[src/rtl/move_pattern_gen.sv]
// Button-stepped diagonal position generator: debounced presses walk idx through N_POS points.
// Define MOVE_GEN_RAMP_EN to slew MOVE_X/MOVE_Y toward each new point instead of jumping.
module move_pattern_gen #(
  parameter int WIDTH     = 32,
  parameter int N_POS     = 3,
  parameter int STEP_X    = -512,
  parameter int STEP_Y    = 512,
  parameter int DEBOUNCE  = 16,
  parameter int RAMP_RATE = 64,
  parameter int RAMP_DIV  = 1,
  localparam int IW       = (N_POS > 1) ? $clog2(N_POS) : 1
) (
  input  logic                    clock,
  input  logic                    reset_n,
  input  logic                    button,
  input  logic                    clear,
  output logic [IW-1:0]           idx,
  output logic signed [WIDTH-1:0] MOVE_X,
  output logic signed [WIDTH-1:0] MOVE_Y,
  output logic                    busy,
  output logic                    settled
);

  localparam int DW = (DEBOUNCE > 1) ? $clog2(DEBOUNCE) : 1;
  localparam logic [DW-1:0] DB_LAST = DW'(DEBOUNCE - 1);
  localparam logic [IW-1:0] IDX_LAST = IW'(N_POS - 1);
  localparam logic signed [WIDTH-1:0] STEP_XW = WIDTH'(STEP_X);
  localparam logic signed [WIDTH-1:0] STEP_YW = WIDTH'(STEP_Y);

  if (N_POS < 2 || DEBOUNCE < 1 || RAMP_RATE < 1 || RAMP_DIV < 1) begin : g_bad_cfg
    $error("move_pattern_gen: invalid parameter set");
  end

  logic                    btn_meta_reg, btn_s_reg;
  logic                    db_reg, db_next, rise;
  logic [DW-1:0]           db_cnt_reg, db_cnt_next;
  logic [IW-1:0]           idx_reg, idx_next;
  logic signed [WIDTH-1:0] idx_w;
  logic signed [WIDTH-1:0] tx_reg, ty_reg, tx_next, ty_next;
  logic signed [WIDTH-1:0] mx_reg, my_reg, mx_next, my_next;
  logic                    settled_reg, settled_next;

  always_comb begin
    db_next     = db_reg;
    db_cnt_next = '0;
    rise        = 1'b0;
    if (btn_s_reg != db_reg) begin
      if (db_cnt_reg == DB_LAST) begin
        db_next = btn_s_reg;
        rise    = btn_s_reg;
      end else begin
        db_cnt_next = db_cnt_reg + 1'b1;
      end
    end

    idx_next = idx_reg;
    if (clear)
      idx_next = '0;
    else if (rise)
      idx_next = (idx_reg == IDX_LAST) ? '0 : idx_reg + 1'b1;

    idx_w   = WIDTH'(idx_next);
    tx_next = idx_w * STEP_XW;
    ty_next = idx_w * STEP_YW;
  end

`ifdef MOVE_GEN_RAMP_EN
  localparam int VW = (RAMP_DIV > 1) ? $clog2(RAMP_DIV) : 1;
  localparam logic [VW-1:0] DIV_LAST = VW'(RAMP_DIV - 1);
  localparam logic signed [WIDTH-1:0] RATE_W = WIDTH'(RAMP_RATE);

  logic [VW-1:0] div_reg, div_next;

  // Moves cur toward tgt by at most RATE_W; the span never exceeds half the signed range.
  function automatic logic signed [WIDTH-1:0] slew(input logic signed [WIDTH-1:0] cur,
                                                   input logic signed [WIDTH-1:0] tgt);
    logic signed [WIDTH-1:0] diff;
    diff = tgt - cur;
    if (diff > RATE_W)
      return cur + RATE_W;
    else if (diff < -RATE_W)
      return cur - RATE_W;
    else
      return tgt;
  endfunction

  always_comb begin
    div_next = (div_reg == DIV_LAST) ? '0 : div_reg + 1'b1;
    mx_next  = mx_reg;
    my_next  = my_reg;
    if (div_reg == '0) begin
      mx_next = slew(mx_reg, tx_reg);
      my_next = slew(my_reg, ty_reg);
    end
  end

  always_ff @(posedge clock or negedge reset_n) begin
    if (!reset_n)
      div_reg <= '0;
    else
      div_reg <= div_next;
  end
`else
  always_comb begin
    mx_next = tx_reg;
    my_next = ty_reg;
  end
`endif

  assign busy         = (mx_reg != tx_reg) | (my_reg != ty_reg);
  assign settled_next = busy & (mx_next == tx_next) & (my_next == ty_next);

  always_ff @(posedge clock or negedge reset_n) begin
    if (!reset_n) begin
      btn_meta_reg <= 1'b0;
      btn_s_reg    <= 1'b0;
      db_reg       <= 1'b0;
      db_cnt_reg   <= '0;
      idx_reg      <= '0;
      tx_reg       <= '0;
      ty_reg       <= '0;
      mx_reg       <= '0;
      my_reg       <= '0;
      settled_reg  <= 1'b0;
    end else begin
      btn_meta_reg <= button;
      btn_s_reg    <= btn_meta_reg;
      db_reg       <= db_next;
      db_cnt_reg   <= db_cnt_next;
      idx_reg      <= idx_next;
      tx_reg       <= tx_next;
      ty_reg       <= ty_next;
      mx_reg       <= mx_next;
      my_reg       <= my_next;
      settled_reg  <= settled_next;
    end
  end

  assign idx     = idx_reg;
  assign MOVE_X  = mx_reg;
  assign MOVE_Y  = my_reg;
  assign settled = settled_reg;

endmodule

[config.mk]
export PLATFORM = sky130hd
export DESIGN_NAME = move_pattern_gen
export DESIGN_NICKNAME = d
export VERILOG_FILES = /design/src/rtl/move_pattern_gen.sv
export SDC_FILE = /design/constraint.sdc
export NUM_CORES = 1
export LEC_CHECK = 0
export CORE_MARGIN = 10
export CORE_UTILIZATION = 33
export CTS_CLUSTER_SIZE = 30
export DETAILED_ROUTE_END_ITERATION = 10
export GPL_TIMING_DRIVEN = 0
export HOLD_SLACK_MARGIN = 0.15
export PLACE_DENSITY = 0.82
export SETUP_SLACK_MARGIN = 0.02
export SLEW_MARGIN = 25
export SYNTH_ARGS = -nofsm -noshare
export SYNTH_HDL_FRONTEND = slang
export SYNTH_SLANG_ARGS = --single-unit
[constraint.sdc]
create_clock -name clock -period 2.2 [get_ports clock]
set_clock_uncertainty 0.15 [all_clocks]
set_input_delay 0.44 -clock clock [delete_from_list [all_inputs] [get_ports clock]]
set_output_delay 0.44 -clock clock [all_outputs]
set_load 0.05 [all_outputs]
==> reports/qor.txt <==
Chip Height -> 78.2 um
via count -> 850
setup violators final -> 1
#FFs+latches synth -> 16
CTS tree -> built
R2R cell count -> 7
Iter 0 DRT Violations -> 15
pre-CTS WS -> -134 ps
largest area contributor in the netlist -> buf_4
Tmin final -> 2240 ps
Global Route Usage Sum -> 7.54%
CP arrival -> 2310 ps
Initial Util -> 33.8%
die area -> 6120 um2
Ports -> 72
Placement Cell Area -> 1680 um2
Hold Fails Final Rpt -> 0
routed len/inst -> 10.9 um
vias in the first global route -> 794
core area -> 3310 um2
mapped cell area -> 1120 um2
Area growth, synth to finish -> 55.6%
hold path endpoint -> btn_s_reg
r2r setup slk -> -40 ps
antenna cells -> 0
largest net degree at the start of global routing -> 23
die width -> 78.2 um
DRC errors left -> 0
first-pass GRT wire length -> 3.82 mm
Longest Clk Path Bufs -> 2
max reg flops -> 4
class of the worst hold path -> flip-flop to flip-flop
hold depth -> 0
met3 WL -> 296 um
port bufs -> 32
metal1 wirelength -> 787 um
clk slew on worst S/H paths -> 90 ps
status -> finished, violations left
nature of the critical path startpoint -> flip-flop
Fillers -> 322
root buffer cell -> clkbuf_4
routed length on met2 -> 1.53 mm
measured slew at the worst slew-check pin -> 671 ps
post-synth cell types -> 21
Max VDD drop -> 403 uV
row cnt -> 21
final wirelength -> 2.63 mm
Mean Syn Cell Area -> 9.90 um2
Final #Nets -> 202
Congestion Overflow GR -> 0
largest cells by area after synthesis -> buf_4, dfrtp_1, xnor2_1
critical path peak fanout -> 3
FF-to-FF End -> settled
Slew Viols, Final -> 0
Core Util, Final -> 52.6%
post-route setup slack -> -35.7 ps
Seq/Total Area, Yosys -> 35.8%
routability cong. -> 0.694
post-synth top area share -> 40.9%
crit end category -> flip-flop
antenna-violating nets left -> 0
highest routed layer -> met4
unrepaired setup endpoints after global routing -> yes
Ys Warns -> 0
maximum clock frequency -> 0.447 GHz
Worst Path Required -> 2280 ps
Hold Startpoint -> btn_meta_reg
vias per cell -> 3.53
Leakage -> 1.02 nW
failing checks -> setup timing
fin area -> 1740 um2
PwrDens -> 424 nW/um2
Final period util -> 102%
First-pass DRT Iterations -> 6
Hold Buf Count CTS -> 0
Total Power -> 0.738 mW
maxcap violations -> 0
Hold Slack -> 211 ps
Setup Total Neg Slack -> -35.7 ps
synthesized instance count -> 113
fin cells -> 241
critical path class -> flip-flop to flip-flop
Inserted Clock Buffers -> 3
initial antenna violation count -> 0
CTS Sinks -> 16
Cells after DPL -> 229
layout cells sized above 1 -> 44.6%
worst relative slew slack -> 55.1%
worst skew pair latency -> 280 ps
H-tree depth -> 1
Worst R2R Start -> btn_s_reg
==> critical path, cell delays in order, from the launching register on <==
cell     delay (ps)
dfrtp_1         370
or2b_1          270
or4_4           500
a21o_1          210
ha_4            270
xnor2_1         100
and3_1          160
o311a_2         150
==> layer usage <==
metal / GRT usage (%) / vias to the layer above
met1: 6.35 / 372
met2: 14.8 / 43
met4: 2.33 / 0
met3: 3.87 / 2
li1: - / 433
met5: 0 / -
==> cells by family after synthesis <==
kind of cell,count (synthesis),synth area share [%]
buf+inv,64,41.9
flops,16,35.8
compound gates,12,6.71
simple gates,9,5.71
xor+xnor,8,6.26
fa+ha+maj,2,2.24
other cells,1,0.335
mux,1,1.01
==> timing repair <==
action,4_1_cts,5_1_grt
buffers inserted,5,3
cloned,0,0
pin swaps,4,2
endpoints found under the setup margin,25,23
resized for setup,31,13
==> power breakdown <==
group	switching, mW	total (mW)	internal [mW]
sequential	0.00703	0.307	0.300
combinational	0.174	0.244	0.0700
clock	0.0857	0.186	0.101
total	0.267	0.738	0.471
==> area by class of cell <==
cell class	instances	area (um2)	share of cell area, %
Timing Repair Buffer	40	340	19.6
Sequential cell	16	405	23.3
Tap cell	46	57.6	3.31
Multi-Input combinational cell	71	432	24.8
Buffer	61	458	26.3
Clock buffer	4	36.3	2.08
Inverter	3	11.3	0.647
==> placed cells by master (no fill, tap or decap), types with 2 or more instances in the layout <==
cell type,Yosys,final
buf_4,61,69
clkbuf_2,0,4
dfrtp_1,16,14
a21oi_1,4,4
or4_4,0,2
o21ai_0,4,4
clkdlybuf4s50_1,0,7
xnor2_1,7,7
conb_1,1,39
clkdlybuf4s15_1,0,5
inv_1,3,3
dlygate4sd2_1,0,14
a21o_1,2,2
clkbuf_4,0,3
ha_4,0,2
==> worst max path at each step <==
| stage | startpoint | endpoint | slack [ps] |
|---|---|---|---|
| floorplan | db_cnt_reg[0] | settled | -30 |
| global placement | db_cnt_reg[0] | settled | -130 |
| detailed placement | db_cnt_reg[0] | settled | -130 |
| CTS | db_cnt_reg[0] | settled | -60 |
| global route | btn_s_reg | settled | -120 |
| finish | btn_s_reg | settled | -40 |
==> Yosys cell counts <==
cell type and count:
dfrtp_1 16, nand4b_1 1, xnor2_1 7, inv_1 3, nand4_1 1, a21o_1 2
buf_4 61, nor2b_1 1, or4_1 2, conb_1 1, mux2_2 1, a21oi_1 4
a311oi_1 1, ha_1 2, o21ai_0 4, nand3_2 1, and3_1 1, xor2_1 1
nor2_1 1, o311a_2 1, or2b_1 1
No activity file was read; power rests on OpenSTA's default activity.
